## src/rtl/counter_stream_gen_if.sv

```systemverilog
// Valid/ready stream carrying counter words tagged with slice/counter indices and a last flag.
interface counter_stream_gen_if #(
  parameter int unsigned DATA_W = 32,
  parameter int unsigned SW     = 2,
  parameter int unsigned CW     = 4
);
  logic              valid;
  logic              ready;
  logic [DATA_W-1:0] data;
  logic [SW-1:0]     slice_idx;
  logic [CW-1:0]     counter_idx;
  logic              last;

  modport master (output valid, data, slice_idx, counter_idx, last, input ready);
  modport slave  (input valid, data, slice_idx, counter_idx, last, output ready);
endinterface

```

## src/rtl/counter_stream_gen.sv

```systemverilog
// Streams NUM_SLICE x NUM_COUNTER counter words per run (random, incrementing or constant),
// tagging each with its slice/counter position and a last flag.
module counter_stream_gen #(
  parameter int unsigned NUM_COUNTER = 10,
  parameter int unsigned NUM_SLICE   = 2,
  parameter int unsigned DATA_W      = 32,
  parameter int unsigned MAX_VAL     = 100,
  parameter logic [31:0] SEED        = 32'hACE12468
) (
  input  logic                      clk,
  input  logic                      rst,
  input  logic                      start_i,
  input  logic [1:0]                mode_i,
  input  logic [DATA_W-1:0]         const_val_i,
  counter_stream_gen_if.master      out_if,
  output logic                      busy_o,
  output logic                      done_o
);

  localparam int unsigned SW       = $clog2(NUM_SLICE + 1);
  localparam int unsigned CW       = $clog2(NUM_COUNTER + 1);
  localparam int unsigned Total    = NUM_SLICE * NUM_COUNTER;
  localparam int unsigned GW       = $clog2(Total + 1);
  localparam logic [31:0] LfsrMask = 32'h80200003;

  typedef enum logic [1:0] {StIdle, StLoad, StSend, StDone} state_e;

  state_e            state_q, state_d;
  logic [31:0]       lfsr_q, lfsr_d, lfsr_step, rnd_val;
  logic [1:0]        mode_q, mode_d;
  logic [DATA_W-1:0] const_q, const_d, data_q, data_d;
  logic [SW-1:0]     slice_q, slice_d;
  logic [CW-1:0]     cidx_q, cidx_d;
  logic [GW-1:0]     g_q, g_d;
  logic              last_q, last_d;
  logic              load_word;

  always_comb begin
    lfsr_step = {1'b0, lfsr_q[31:1]} ^ (lfsr_q[0] ? LfsrMask : 32'd0);
    rnd_val   = (lfsr_step % MAX_VAL) + 32'd1;
    state_d   = state_q;
    lfsr_d    = lfsr_q;
    mode_d    = mode_q;
    const_d   = const_q;
    data_d    = data_q;
    slice_d   = slice_q;
    cidx_d    = cidx_q;
    g_d       = g_q;
    last_d    = last_q;
    load_word = 1'b0;

    case (state_q)
      StIdle: begin
        if (start_i) begin
          mode_d  = mode_i;
          const_d = const_val_i;
          slice_d = '0;
          cidx_d  = '0;
          g_d     = '0;
          state_d = StLoad;
        end
      end
      StLoad: begin
        load_word = 1'b1;
        state_d   = StSend;
      end
      StSend: begin
        // Out_Valid is always high here, so ready alone completes the handshake.
        if (out_if.ready) begin
          if (last_q) begin
            state_d = StDone;
          end else begin
            load_word = 1'b1;
            g_d       = g_q + GW'(1);
            if (cidx_q == CW'(NUM_COUNTER - 1)) begin
              cidx_d  = '0;
              slice_d = slice_q + SW'(1);
            end else begin
              cidx_d  = cidx_q + CW'(1);
            end
          end
        end
      end
      StDone:  state_d = StIdle;
      default: state_d = StIdle;
    endcase

    // Register the word addressed by the next-state indices.
    if (load_word) begin
      if (mode_q == 2'd0) lfsr_d = lfsr_step;
      case (mode_q)
        2'd0:    data_d = rnd_val[DATA_W-1:0];
        2'd1:    data_d = DATA_W'(32'(g_d) + 32'd1);
        2'd2:    data_d = const_q;
        default: data_d = '0;
      endcase
      last_d = (32'(g_d) == Total - 1);
    end
  end

  always_ff @(posedge clk or posedge rst) begin
    if (rst) begin
      state_q <= StIdle;
      lfsr_q  <= SEED;
      mode_q  <= '0;
      const_q <= '0;
      data_q  <= '0;
      slice_q <= '0;
      cidx_q  <= '0;
      g_q     <= '0;
      last_q  <= 1'b0;
    end else begin
      state_q <= state_d;
      lfsr_q  <= lfsr_d;
      mode_q  <= mode_d;
      const_q <= const_d;
      data_q  <= data_d;
      slice_q <= slice_d;
      cidx_q  <= cidx_d;
      g_q     <= g_d;
      last_q  <= last_d;
    end
  end

  always_comb begin
    out_if.valid       = (state_q == StSend);
    out_if.data        = out_if.valid ? data_q : '0;
    out_if.slice_idx   = out_if.valid ? slice_q : '0;
    out_if.counter_idx = out_if.valid ? cidx_q : '0;
    out_if.last        = out_if.valid & last_q;
    busy_o             = (state_q == StLoad) || (state_q == StSend);
    done_o             = (state_q == StDone);
  end

endmodule

```

## src/flat_wrapper.sv

```systemverilog
// flat-port wrapper written by rule: the top's interface ports become plain ports
module counter_stream_gen_flat 
#(
  parameter int unsigned NUM_COUNTER = 10,
  parameter int unsigned NUM_SLICE   = 2,
  parameter int unsigned DATA_W      = 32,
  parameter int unsigned MAX_VAL     = 100,
  parameter logic [31:0] SEED        = 32'hACE12468
)
  (clk, rst, start_i, mode_i, const_val_i, busy_o, done_o, out_if_valid, out_if_data, out_if_slice_idx, out_if_counter_idx, out_if_last, out_if_ready);
  counter_stream_gen_if #(.DATA_W(DATA_W), .SW(2), .CW(4)) out_if_i ();
  input  logic clk;
  input  logic rst;
  input  logic start_i;
  input  logic [1:0] mode_i;
  input  logic [DATA_W-1:0] const_val_i;
  output logic busy_o;
  output logic done_o;
  output wire logic [$bits(out_if_i.valid)-1:0] out_if_valid;
  output wire logic [$bits(out_if_i.data)-1:0] out_if_data;
  output wire logic [$bits(out_if_i.slice_idx)-1:0] out_if_slice_idx;
  output wire logic [$bits(out_if_i.counter_idx)-1:0] out_if_counter_idx;
  output wire logic [$bits(out_if_i.last)-1:0] out_if_last;
  input wire logic [$bits(out_if_i.ready)-1:0] out_if_ready;
  assign out_if_valid = out_if_i.valid;
  assign out_if_data = out_if_i.data;
  assign out_if_slice_idx = out_if_i.slice_idx;
  assign out_if_counter_idx = out_if_i.counter_idx;
  assign out_if_last = out_if_i.last;
  assign out_if_i.ready = out_if_ready;
  counter_stream_gen #(.NUM_COUNTER(NUM_COUNTER), .NUM_SLICE(NUM_SLICE), .DATA_W(DATA_W), .MAX_VAL(MAX_VAL), .SEED(SEED)) u_core (.clk(clk), .rst(rst), .start_i(start_i), .mode_i(mode_i), .const_val_i(const_val_i), .out_if(out_if_i), .busy_o(busy_o), .done_o(done_o));
endmodule
```

## config.mk

```make
export PLATFORM = sky130hd
export DESIGN_NAME = counter_stream_gen_flat
export DESIGN_NICKNAME = d
export VERILOG_FILES = /design/src/rtl/counter_stream_gen_if.sv /design/src/rtl/counter_stream_gen.sv /design/src/flat_wrapper.sv
export SDC_FILE = /design/constraint.sdc
export NUM_CORES = 1
export LEC_CHECK = 0
export ABC_CLOCK_PERIOD_IN_PS = 19800
export CAP_MARGIN = 20
export CORE_MARGIN = 8
export CORE_UTILIZATION = 52
export DETAILED_ROUTE_END_ITERATION = 16
export GPL_ROUTABILITY_DRIVEN = 0
export GPL_TIMING_DRIVEN = 0
export HOLD_SLACK_MARGIN = 0.1
export PLACE_DENSITY = 0.72
export SLEW_MARGIN = 20
export SYNTH_ARGS = -nofsm -noshare
export SYNTH_HDL_FRONTEND = slang
export SYNTH_SLANG_ARGS = --single-unit
export TNS_END_PERCENT = 5
```

## constraint.sdc

```tcl
create_clock -name clk -period 19.8 [get_ports clk]
set_input_delay 3.96 -clock clk [delete_from_list [all_inputs] [get_ports clk]]
set_output_delay 3.96 -clock clk [all_outputs]
set_load 0.005 [all_outputs]
```

==> flow_metrics.tcl, run 1 <==
set metrics [dict create \
    status "completed" \
    insertion_delay_ns 0.36 \
    rows 54 \
    critPathMaxFanout 10 \
    multiInputGateArea_um2 8104 \
    antenna_found_initial 0 \
    setup_violations 0 \
    place_inst 1806 \
    grt_pass1_vias 10460 \
    critPathRequiredTime_ns 20.01 \
    syn-cell-area_um2 11520 \
    dr_total_vias 11420 \
    min_path_type "flop to flop" \
    fmax_mhz 54.45 \
    clk_path_buf_depth 2 \
    finalClockSkew_ns 0.007253 \
    clkTransAtPathRegs_ns 0.08 \
    synthesis.nets 1494 \
    layout_common_cells "nand2_1, o21ai_0, dfrtp_1, nor2_1, clkdlybuf4s50_1" \
    critPathLaunchType "flop" \
    fin_hold_ws_ns 0.4755 \
    final.min_clock_period_ns 18.36 \
    io-pin-count 80 \
    critPathMostFrequentCell "buf_2" \
    crit_slowest_cell "a31oi_1" \
    antenna_cells 0 \
    start_util_pct 52.94 \
    final_common_cell "nand2_1" \
    hold_buffers 0 \
    ys_warn_count 0 \
    avgSynthCellArea_um2 7.965 \
    fin_crit_sh_pct 92.75 \
    via_per_inst 6.259 \
    synth_top_flop_cell "dfrtp_1" \
    drt_iter0_markers 1104 \
    dieArea_um2 27170 \
    ys_ff_latch 112 \
    slew_headroom_pct 42.45 \
    cp.arrival_ns 18.58 \
    dp_hpwl_um 23060 \
    grt_pass1_wl_um 51650 \
    worstMarginPinSlew_ns 0.8593 \
    rsz0062_at_grt "false" \
    utilization_pct 59.86 \
    ys_seq_area_share_pct 24.48 \
    synthCells 1446 \
    end_kind "flop" \
    root_buffer "clkbuf_16" \
    dr.pass1.iters 6 \
    area_growth_pct 13.08 \
    drc 0 \
    die_w_um 164.8 \
    final_nets 1587 \
    die_y_um 164.8 \
    ant_nets 0 \
    synth_edf_count 0 \
    slew_violations 0 \
    coreArea_um2 21760 \
    grt_max_degree 67 \
    instances_no_fill 1824 \
    path_class "flop to flop" \
    track_usage_pct 22.44 \
    hold_violations 0 \
    max_cap_viol_count 0 \
    port_buffers 79 \
    clock_sinks 112 \
    synth-async-reset-ratio_pct 100.0 \
    fill_cells 1968 \
    setup-tns-final_ns 0 \
    critPathMaxStageDelay_ns 0.70 \
    yosysUniqueCellTypes 132 \
    layout.area.seq_um2 2819 \
    drive_above_1_share_pct 12.69 \
    post_drt_wl_per_cell_um 16.85 \
    cts_buffers 9 \
    overflow 0 \
    wl_um 30740 \
    cts_tree "done" \
    h-tree-depth 3 \
]
==> timing repair <==
action                                  4_1_cts  5_1_grt
resized for setup                             0        4
setup buffers                                 0        1
endpoints found under the setup margin        0        5
==> path summary, 6_finish.rpt <==
kind,startpoint,endpoint,slack [ns],depth (start not counted)
setup / recovery,u_core.lfsr_q[27]$_DFFE_PP1P_,u_core.data_q[4]$_DFFE_PP0P_,1.44,68
hold / removal,u_core.data_q[16]$_DFFE_PP0P_,u_core.data_q[16]$_DFFE_PP0P_,0.48,2
setup reg to reg,u_core.lfsr_q[27]$_DFFE_PP1P_,u_core.data_q[4]$_DFFE_PP0P_,1.44,68
hold reg to reg,u_core.data_q[16]$_DFFE_PP0P_,u_core.data_q[16]$_DFFE_PP0P_,0.48,2
max in group asynchronous,rst,u_core.lfsr_q[27]$_DFFE_PP1P_,15.03,3
min in group asynchronous,rst,u_core.lfsr_q[17]$_DFFE_PP0P_,4.08,2
==> logic make-up after synthesis <==
logic type,Yosys count,synth area share [%]
flops,112,24.48
buf+inv,136,5.323
xor+xnor,52,4.346
simple gates,519,22.22
fa+ha+maj,14,1.445
mux,69,6.703
compound gates,544,35.49
==> synth_stat cells, drive strengths merged (26+ instances only) <==
master	number	area share [%]
clkbuf	51	1.7
nand2	190	6.2
buf	38	2.1
inv	45	1.5
nand3	36	1.6
o21ai	137	6.1
and2	60	3.3
dfrtp	99	22
nor2	94	3.2
a21oi	80	3.7
mux2	43	4.2
mux2i	26	2.5
nor3	38	1.7
xnor2	36	3.1
==> through the flow <==
stage / instance area [um2] / setup WS, ns
3_3_place_gp: 12660 / 1.590
3_5_place_dp: 12690 / 1.223
4_1_cts: 12990 / 1.140
2_1_floorplan: 11520 / 3.963
5_1_grt: 13020 / 0.04512
6_report: 13020 / 1.435
==> registers in the layout, summed over array words and instances (netlist names) <==
| name | flops |
|---|---|
| u_core.data_q | 32 |
| u_core.slice_q | 2 |
| u_core.g_q | 5 |
| u_core.mode_q | 2 |
| u_core.state_q | 2 |
| u_core.lfsr_q | 32 |
| u_core.cidx_q | 4 |
| u_core.const_q | 32 |
| u_core.last_q | 1 |
==> layout make-up <==
type,instances,share of cell area (%)
inverters,47,1.393
plain buffers,89,3.353
well taps,280,2.690
flip-flops and latches,112,21.64
multi-input cells,1198,62.23
repair buffers,82,6.379
clock inverters,6,0.5572
clock buffers,10,1.758
==> metal layers <==
layer	GRT usage (%)	wire length, um	up-vias	share of wire, %
li1	-	-	5612	-
met1	30.15	14010	5429	46
met2	37.00	14420	331	47
met3	3.913	1874	45	6.1
met4	5.078	429	0	1.4
met5	0	0	-	0
==> critical path, delay by kind of cell, from the launching register on <==
kind                     cells  cell delay, ns
AO/OA/AOI/OAI               40           11.58
AND/OR/NAND/NOR             11            2.23
buffers and inverters       10            2.07
XOR/XNOR                     5            1.15
flip-flops                   1            0.52
adder cells (fa/ha/maj)      1            0.36
multiplexers                 1            0.27
Power of run 1 is not shown: default switching activity piles up to over one toggle a cycle in this logic, so the estimate is an artifact.
==> inputs of run 2 (changes only) <==
--- a/config.mk
+++ b/config.mk
@@ -5,7 +5,7 @@
 export SDC_FILE = /design/constraint.sdc
 export NUM_CORES = 1
 export LEC_CHECK = 0
-export ABC_CLOCK_PERIOD_IN_PS = 19800
+export ABC_CLOCK_PERIOD_IN_PS = 23200
 export CAP_MARGIN = 20
 export CORE_MARGIN = 8
 export CORE_UTILIZATION = 52
==> constraint.sdc (replaced) <==
create_clock -name clk -period 23.2 [get_ports clk]
set_input_delay 4.64 -clock clk [delete_from_list [all_inputs] [get_ports clk]]
set_output_delay 4.64 -clock clk [all_outputs]
set_load 0.005 [all_outputs]
==> flow_metrics.tcl, run 2 (same netlist as run 1, synthesis figures left out) <==
set metrics [dict create \
    status "completed" \
    crit_slowest_cell "a31oi_1" \
    rsz0062_at_grt "false" \
    grt_pass1_vias 10460 \
    clock_sinks 112 \
    hold_violations 0 \
    place_inst 1806 \
    final_common_cell "nand2_1" \
    insertion_delay_ns 0.35 \
    slew_violations 0 \
    dp_hpwl_um 23060 \
    drive_above_1_share_pct 12.38 \
    min_path_cells 2 \
    setup-tns-final_ns 0 \
    critPathMaxFanout 10 \
    slew_headroom_pct 41.34 \
    post_drt_wl_per_cell_um 16.88 \
    final_nets 1586 \
    io-pin-count 80 \
    ctsResizeCount 0 \
    postCtsSetupRepairBufs 0 \
    clkTransAtPathRegs_ns 0.08 \
    path_class "flop to flop" \
    rrSetupSlack_ns 4.47 \
    grt_max_degree 67 \
    die_y_um 164.8 \
    coreArea_um2 21760 \
    antenna_found_initial 0 \
    start_util_pct 52.94 \
    cts_buffers 9 \
    dr.pass1.iters 6 \
    dr_total_vias 11460 \
    fin_crit_sh_pct 80.71 \
    overflow 0 \
    antenna_cells 0 \
    worstMarginPinSlew_ns 0.8757 \
    fmax_mhz 53.40 \
    root_buffer "clkbuf_16" \
    drt_iter0_markers 1184 \
    cts_tree "done" \
    rows 54 \
    ff2ff_path_depth 66 \
    grt_pass1_wl_um 51650 \
    max_cap_viol_count 0 \
    hold_buffers 0 \
    h-tree-depth 3 \
    wl_um 30760 \
    instances_no_fill 1823 \
    critPathMaxStageDelay_ns 0.70 \
    dieArea_um2 27170 \
    critPathRequiredTime_ns 23.41 \
    critPathLaunchType "flop" \
    clk_path_buf_depth 2 \
    layout_common_cells "nand2_1, o21ai_0, dfrtp_1, nor2_1, clkdlybuf4s50_1" \
    r2r-end "u_core.data_q[5]$_DFFE_PP0P_" \
    min_path_type "flop to flop" \
    end_kind "flop" \
    area_growth_pct 12.85 \
    final.min_clock_period_ns 18.73 \
    port_buffers 79 \
    r2r-start "u_core.lfsr_q[27]$_DFFE_PP1P_" \
    min-delay-start "u_core.data_q[16]$_DFFE_PP0P_" \
    die_w_um 164.8 \
    track_usage_pct 22.44 \
    setup_violations 0 \
    top_regs "u_core.const_q: 32 flops, u_core.data_q: 32 flops, u_core.lfsr_q: 32 flops" \
    cp.arrival_ns 18.94 \
    finalClockSkew_ns 0.006411 \
    drc 0 \
    ant_nets 0 \
    via_per_inst 6.284 \
    holdPathEnd "u_core.data_q[16]$_DFFE_PP0P_" \
]
==> run 2: through the flow <==
stage / util [%] / setup WS (ns) / area [um2] / hold slack (ns)
after global routing: 59.74 / 3.005 / 13000 / 0.4959
after global placement: 58.18 / 4.990 / 12660 / 0.4533
after CTS: 59.72 / 4.540 / 12990 / 0.4803
after detailed placement: 58.33 / 4.623 / 12690 / 0.4627
after floorplan: - / 7.363 / 11520 / 0.4418
final: 59.74 / 4.474 / 13000 / 0.4755
==> run 2: worst max-delay path, delay by kind of cell (launching register included) <==
family                   cells  cell delay [ns]
flip-flops                   1             0.52
XOR/XNOR                     3             0.61
multiplexers                 4             1.39
buffers and inverters        7             1.62
AND/OR/NAND/NOR             12             2.34
AO/OA/AOI/OAI               39            11.70
adder cells (fa/ha/maj)      1             0.36
==> run 2: final cells by class <==
class,count,area [um2]
flip-flops and latches,112,2819
clock buffers,10,229.0
fillers,1964,8758
repair buffers,81,823.3
plain buffers,89,436.7
multi-input cells,1198,8085
inverters,47,181.4
clock inverters,6,72.57
well taps,280,350.3
==> run 2: how the worst max path moves through the flow <==
stage,depth (start not counted),slack [ns],endpoint,from
2_1_floorplan,70,7.36,u_core.data_q[5]$_DFFE_PP0P_,u_core.lfsr_q[27]$_DFFE_PP1P_
3_3_place_gp,67,4.99,u_core.data_q[5]$_DFFE_PP0P_,u_core.lfsr_q[27]$_DFFE_PP1P_
3_5_place_dp,65,4.62,u_core.data_q[5]$_DFFE_PP0P_,u_core.lfsr_q[27]$_DFFE_PP1P_
4_1_cts,65,4.54,u_core.data_q[5]$_DFFE_PP0P_,u_core.lfsr_q[27]$_DFFE_PP1P_
5_1_grt,67,3.01,u_core.data_q[3]$_DFFE_PP0P_,u_core.lfsr_q[27]$_DFFE_PP1P_
6_report,66,4.47,u_core.data_q[5]$_DFFE_PP0P_,u_core.lfsr_q[27]$_DFFE_PP1P_
==> run 2: per-layer routing <==
layer	GRT usage [%]	routed length, um	vias up
li1	-	-	5618
met1	30.15	14100	5442
met2	37.00	14400	354
met3	3.913	1840	42
met4	5.078	426	0
met5	0	0	-
Power of run 2 is left out for the same reason.
